[config.mk]
export PLATFORM = sky130hd
export DESIGN_NAME = aes_block_packer
export DESIGN_NICKNAME = d
export VERILOG_FILES = /design/src/rtl/aes_block_packer_pkg.sv /design/src/rtl/aes_block_packer.sv
export SDC_FILE = /design/constraint.sdc
export NUM_CORES = 1
export LEC_CHECK = 0
export CAP_MARGIN = 20
export CORE_ASPECT_RATIO = 0.75
export CORE_MARGIN = 8
export CORE_UTILIZATION = 40
export DETAILED_ROUTE_END_ITERATION = 7
export PLACE_DENSITY = 0.66
export SYNTH_ARGS = -nofsm -noshare
export SYNTH_HDL_FRONTEND = slang
export SYNTH_SLANG_ARGS = --single-unit
[constraint.sdc]
create_clock -name clk -period 5.4 [get_ports clk]
set_input_delay 1.35 -clock clk [delete_from_list [all_inputs] [get_ports clk]]
set_output_delay 1.35 -clock clk [all_outputs]
set_load 0.02 [all_outputs]
[src/rtl/aes_block_packer_pkg.sv]
// ---------------------------------------------------------------------------
// Cipher_defs
//
// Shared definitions for the AES datapath: the opaque 128-bit data and key
// types handed to the combinational Cipher stage, the word/block geometry
// constants, and a small helper that maps a word index to its bit lane.
//
// Contents:
//   AES_WORD_W           width of one input word (32)
//   AES_WORDS_PER_BLOCK  words per AES block (4)
//   t_opaque_AESData     128-bit data block
//   t_opaque_AESKey      128-bit key
//   t_word_idx           index of a word within a block (0..3)
//   lane_offset()        low bit position of a word lane in a block
// ---------------------------------------------------------------------------
package Cipher_defs;

    localparam int AES_WORD_W          = 32;
    localparam int AES_WORDS_PER_BLOCK = 4;
    localparam int AES_BLOCK_W         = AES_WORD_W * AES_WORDS_PER_BLOCK;

    typedef logic [AES_BLOCK_W-1:0] t_opaque_AESData;
    typedef logic [AES_BLOCK_W-1:0] t_opaque_AESKey;
    typedef logic [$clog2(AES_WORDS_PER_BLOCK)-1:0] t_word_idx;

    // With msb_first the first word lands in the top lane, so the lane number
    // is (3 - idx), which for a 2-bit index is simply its bitwise inverse.
    function automatic logic [6:0] lane_offset(input t_word_idx idx,
                                               input logic      msb_first);
        lane_offset = msb_first ? {~idx, 5'b00000} : {idx, 5'b00000};
    endfunction

endpackage

[src/rtl/aes_block_packer.sv]
// ---------------------------------------------------------------------------
// aes_block_packer
//
// Packs a 32-bit word stream into 128-bit AES blocks and pairs each block
// with a snapshot of the key register. The pair is presented through a
// valid/ready output register that feeds the Cipher stage directly
// (out_data -> data, out_key -> key). A second accumulator lets the next
// block fill while the output slot is back-pressured.
//
// Parameters:
//   FIRST_WORD_MSB  1: first word in bits 127:96, 0: first word in bits 31:0
//
// Ports:
//   clk        single clock, rising edge
//   rst        synchronous active-high reset
//   in_word    input data word
//   in_valid   in_word is valid
//   in_last    final word of a frame (qualified by in_valid)
//   in_ready   word accepted when in_valid && in_ready
//   key_in     key value
//   key_load   load key_in into the key register
//   out_data   assembled block to the cipher
//   out_key    key captured for out_data
//   out_valid  output pair is valid
//   out_ready  consumer takes the pair when out_valid && out_ready
//   err_short  one-cycle pulse when a short frame is dropped
//
// Build option:
//   AES_PACKER_PAD_EN  when defined, short frames are zero-padded to a full
//                      block instead of being dropped; err_short is tied 0.
// ---------------------------------------------------------------------------
module aes_block_packer
    import Cipher_defs::*;
#(
    parameter bit FIRST_WORD_MSB = 1'b1
) (
    input  logic                  clk,
    input  logic                  rst,
    input  logic [AES_WORD_W-1:0] in_word,
    input  logic                  in_valid,
    input  logic                  in_last,
    output logic                  in_ready,
    input  t_opaque_AESKey        key_in,
    input  logic                  key_load,
    output t_opaque_AESData       out_data,
    output t_opaque_AESKey        out_key,
    output logic                  out_valid,
    input  logic                  out_ready,
    output logic                  err_short
);

    t_opaque_AESData acc;
    t_opaque_AESKey  acc_key;
    t_word_idx       cnt;
    logic            acc_full;
    t_opaque_AESKey  key_r;

    logic            accept;
    logic            last_lane;
    logic            word_done;
    logic            complete;
    logic            slot_free;
    t_opaque_AESData blk;

    assign in_ready  = !acc_full && !rst;
    assign accept    = in_valid && in_ready;
    assign slot_free = !out_valid || out_ready;
    assign last_lane = (cnt == t_word_idx'(AES_WORDS_PER_BLOCK - 1));

    // word_done: this word ends the current accumulation, either as the 4th
    // word or as the last word of a short frame.
    assign word_done = accept && (last_lane || in_last);

`ifdef AES_PACKER_PAD_EN
    // Short frames complete like a full block. The unwritten lanes of acc are
    // always zero (acc is cleared whenever a block leaves it), so blk is
    // already correctly zero-padded.
    assign complete  = word_done;
    assign err_short = 1'b0;
`else
    logic drop;

    assign complete = accept && last_lane;
    assign drop     = word_done && !last_lane;

    // Short-frame error pulse, visible the cycle after the dropping word.
    always_ff @(posedge clk) begin
        if (rst) begin
            err_short <= 1'b0;
        end else begin
            err_short <= drop;
        end
    end
`endif

    // Current accumulator with the incoming word merged into lane cnt. This is
    // the finished block whenever complete is set.
    always_comb begin
        blk = acc;
        blk[lane_offset(cnt, FIRST_WORD_MSB) +: AES_WORD_W] = in_word;
    end

    // Accumulator, hold buffer and output slot. The pending block in acc has
    // priority for the output slot; no word can be accepted while it is
    // pending, so the branches below never compete for the same block. The
    // key register updates last so any capture this cycle sees the old key.
    always_ff @(posedge clk) begin
        if (rst) begin
            acc       <= '0;
            acc_key   <= '0;
            cnt       <= '0;
            acc_full  <= 1'b0;
            key_r     <= '0;
            out_data  <= '0;
            out_key   <= '0;
            out_valid <= 1'b0;
        end else begin
            if (accept) begin
                if (word_done) begin
                    acc <= '0;
                    cnt <= '0;
                end else begin
                    acc <= blk;
                    cnt <= cnt + t_word_idx'(1);
                end
            end

            if (acc_full && slot_free) begin
                out_data  <= acc;
                out_key   <= acc_key;
                out_valid <= 1'b1;
                acc_full  <= 1'b0;
                acc       <= '0;
            end else if (complete && slot_free) begin
                out_data  <= blk;
                out_key   <= key_r;
                out_valid <= 1'b1;
            end else if (complete) begin
                acc      <= blk;
                acc_key  <= key_r;
                acc_full <= 1'b1;
            end else if (out_ready) begin
                out_valid <= 1'b0;
            end

            if (key_load) begin
                key_r <= key_in;
            end
        end
    end

endmodule
Yosys cells after proc, flatten, opt, wreduce, memory -nomap -nowiden:

Index checks and enable logic that the tools add are counted.
Widths: inputs -> output; s select.

* output and inout port bits: 259
* word-level logic and storage cells: 51
* bits in registers: 645

* reductions and logical operators: 19
* shift operators: 2
* bitwise gates (word level): 3
* $add $sub $neg: 2
* mux-type cells: 14
* equal/unequal tests: 2

Operator list (count)
* $mux 128: 8
* $bwmux 128: 1
* $shift 32x9->128 const A: 1
* $shiftx 32x9->128: 1
* $neg 7->9: 1
* $logic_and 1x1->1: 7
* $logic_not 1->1: 4
* $mux 1: 4
* $reduce_and 2->1: 2
* $ne 3x1->1 const B: 1
* $reduce_and 3->1: 1
* $reduce_bool 3->1: 1
* $add 2x1->2 const B: 1
* $eq 2x2->1 const B: 1
* $logic_or 1x1->1: 2
* $mux 2: 1
* $not 1->1: 2
* $not 2->2: 1
* $reduce_bool 2->1: 1
* $reduce_or 2->1: 1

Logic depth before layout (Yosys ltp):

* word-level depth: 8
* depth in mapped cells: 9
* mapped depth without buffers: 6

Worst setup path before layout:

OpenSTA, ideal clock, no wires.

* path type: input-to-output
* from: in rst
* to: out in_ready
* path buffers: 3
* stages on the path: 4
* arrival: 2.231 ns
* setup slack: 1.819 ns
* cell sequence: buf_2 -> clkbuf_1 -> clkbuf_1 -> nor2_1

* cells in the longest elaborated chain, start to end: 2

Ends and longest elaborated chain
* start: declaration: line aes_block_packer.sv:38 `input logic rst,`
* $logic_not 1->1: line aes_block_packer.sv:65 `assign in_ready = !acc_full && !rst;`
* $logic_and 1x1->1: line aes_block_packer.sv:65
* end: declaration: line aes_block_packer.sv:42 `output logic in_ready,`

No other way between the ends.

Worst setup path after layout:

Ends and elaborated chain as after synthesis.

==> impl_metrics.env <==
export IMPL_antenna_left=0
export IMPL_dp_slack_ns=1.508
export IMPL_power_mw=10.04
export IMPL_worstPathCellList="buf_8 -> nor2_1 -> clkdlybuf4s50_1"
export IMPL_io_pin_count=425
export IMPL_chipWidth_um=306.0
export IMPL_drc=0
export IMPL_timing_critical_path_arrival_ns=2.42
export IMPL_leakagePower_nw=11.93
export IMPL_async_flop_share=0
export IMPL_antenna_found_initial=3
export IMPL_critPathLaunch="rst"
export IMPL_synth_warnings=0
export IMPL_peakVddDrop_mv=0.2234
export IMPL_synth_common_cells="dfxtp_1, nor2_1, nand2_1, a22oi_1, a21oi_1"
export IMPL_tightest_slew_ns=1.166
export IMPL_grtUsageTotal=0.2229
export IMPL_start_kind="input pin"
export IMPL_p_per_area_nw_per_um2=314.3
export IMPL_rsz0062_at_grt="false"
export IMPL_final_setup_skew_ns=0.02037
export IMPL_synthesis_area_sq_um=25230
export IMPL_maxCapViolations=0
export IMPL_cp_top_family="buffers and inverters"
export IMPL_cts_clk_slew_worst_paths_ns=0.06
export IMPL_critical_path_buf_inv_count=2
export IMPL_io_buffer_count=424
export IMPL_grt_overflow=0
export IMPL_r2r_start="cnt[0]$_SDFFE_PP0P_"
export IMPL_synth_seq_cells=645
export IMPL_tns_ns=0
export IMPL_setup_viol=0
export IMPL_wl_met1_mm=39.03
export IMPL_crit_path_max_incr_delay_ns=0.57
export IMPL_postCtsSetupBuffers=0
export IMPL_vias=22400
export IMPL_cts_made_buffers=67
export IMPL_fillers=5825
export IMPL_fin_crit_ns=3.770
export IMPL_drive_gt1_frac=0.05061
export IMPL_critical_path_required_ns=4.05
export IMPL_synth_fp_nets=3125
export IMPL_rows=79
export IMPL_highest_layer="met5"
export IMPL_min_delay_start="out_data[3]$_SDFFE_PP0P_"
export IMPL_hold_class="flop to flop"
export IMPL_crit_path_end_kind="output port"
export IMPL_cts_resized=0
export IMPL_regToRegSetupSlack_ns=2.20
export IMPL_first_pass_iters=5
export IMPL_outcome="finished clean"
export IMPL_root_buffer="clkbuf_16"
export IMPL_numClockSinks=645
export IMPL_syn_to_final_growth_pct=26.66
export IMPL_drv_slew=0
export IMPL_syn_inst=2954
export IMPL_grt_pass1_vias=20620
export IMPL_met2WireLength_mm=37.51
export IMPL_fin_crit_sh=0.6982
export IMPL_critPathSlowestCell="clkdlybuf4s50_1"
export IMPL_grt_first_pass_wirelength_mm=128.5
export IMPL_cts_max_level=3
export IMPL_initial_core_util=0.4058
export IMPL_wl_met3_mm=6.048
export IMPL_setup_slack_ns=1.630
export IMPL_ys_flop_type="dfxtp_1"
export IMPL_via_per_inst=5.500
export IMPL_drt_initial_drc_count=2131
export IMPL_ys_types=43
export IMPL_synth_area_top_cells="dfxtp_1, nor2_1, nand2_1"
export IMPL_synth_seq_area_share=0.5117
export IMPL_cts_tree="yes"
export IMPL_clk_latency_ns=0.61
export IMPL_relSlewSlack=0.2225
export IMPL_crit_type="input pin to output port"
export IMPL_dieArea_sq_um=71460
export IMPL_path_max_fanout=75
export IMPL_cts_buffer_depth=3
export IMPL_ctsHoldBuffers=0
export IMPL_fp_dieH_um=233.5
export IMPL_hold_viol=0
export IMPL_core_area_sq_um=62170
export IMPL_post_drt_wl_per_cell_um=20.81
export IMPL_synth_top_cell_by_area="dfxtp_1"
export IMPL_detailed_place_hpwl_mm=52.06
export IMPL_drt_wl_total_mm=84.72
export IMPL_finalNetCount=3386
export IMPL_netlist_area_leader_share=0.5117
export IMPL_avgSynthCellArea_sq_um=8.542
export IMPL_gp_congestion=0.8077
export IMPL_max_freq_mhz=265.2
export IMPL_synth_edff_count=0
export IMPL_synth_most_common_cell="dfxtp_1"
export IMPL_grt_max_degree=197
==> worst min-delay path, cell delays in order, from the launching register on <==
cell and delay (ns):
dfxtp_1 0.31, nand2_1 0.05, a21oi_1 0.05
==> cell usage in the layout (no fill, tap or decap), types with 3 or more instances in the layout <==
cell type | netlist | layout
clkinv_2 | 0 | 8
dfxtp_1 | 645 | 645
nor2b_1 | 49 | 48
o22ai_1 | 32 | 32
nor2_1 | 479 | 477
nor4_1 | 128 | 128
clkbuf_8 | 0 | 8
inv_1 | 39 | 39
bufinv_16 | 0 | 5
a31oi_1 | 11 | 11
ha_1 | 5 | 4
a22oi_1 | 184 | 184
buf_12 | 0 | 14
a32oi_1 | 39 | 39
a32o_1 | 44 | 44
a2bb2oi_1 | 22 | 22
nor3_1 | 130 | 130
nor2_4 | 2 | 3
a222oi_1 | 3 | 3
clkbuf_16 | 0 | 69
mux2i_1 | 128 | 128
buf_4 | 3 | 21
a22oi_2 | 11 | 11
o21ai_0 | 75 | 75
nand2b_1 | 4 | 3
nand2_1 | 459 | 457
inv_6 | 0 | 4
clkdlybuf4s50_1 | 0 | 422
clkbuf_1 | 128 | 17
nand3b_1 | 3 | 3
a21oi_1 | 173 | 173
==> per-stage QoR <==
stage          utilization  instance area, sq um  hold slack [ns]  cells
2_1_floorplan            -                 25230           0.4367   2954
3_3_place_gp        0.4791                 29790           0.4396   3956
3_5_place_dp        0.4791                 29790           0.4450   3956
4_1_cts             0.5140                 31950           0.4514   4070
5_1_grt             0.5140                 31960           0.4679   4072
6_report            0.5140                 31960           0.4488   4072
==> power breakdown <==
part / internal [mW] / switching (mW)
Combinational: 0.218 / 0.300
Clock: 2.70 / 1.95
Sequential: 4.82 / 0.0495
Total: 7.75 / 2.30
==> kinds of logic after synthesis <==
logic type               share of synthesized area
AO/OA/AOI/OAI                               0.1623
adder cells (fa/ha/maj)                   0.002479
buffers and inverters                      0.05489
flip-flops                                  0.5117
multiplexers                               0.05078
AND/OR/NAND/NOR                             0.2178
==> path summary, 6_finish.rpt <==
kind | to | depth (start not counted)
setup / recovery | in_ready | 3
hold / removal | out_data[3]$_SDFFE_PP0P_ | 2
setup reg to reg | out_data[62]$_SDFFE_PP0P_ | 6
hold reg to reg | out_data[3]$_SDFFE_PP0P_ | 2
==> per-layer routing <==
metal  GRT usage  up-vias
met5           0        -
met3     0.05129      135
met1      0.3175    10690
met4     0.06853        2
li1            -    10800
met2      0.3332      776
==> final cells by class <==
class,instances,area (sq um),area share
sequential,645,12910,0.4040
multi-input combinational,2001,11020,0.3448
timing repair buffer,459,4688,0.1467
clock buffer,94,1901,0.05947
tap,810,1013,0.03171
clock inverter,20,265.3,0.008300
inverter,41,153.9,0.004815
antenna,2,5.005,0.0001566
==> sequential cells by signal, indices dropped and copies added, names as in the netlist <==
signal and flops:
acc 128, out_valid 1, out_data 128, cnt 2, err_short 1, acc_key 128, key_r 128, out_key 128
acc_full 1
(Power assumes the default switching activity.)
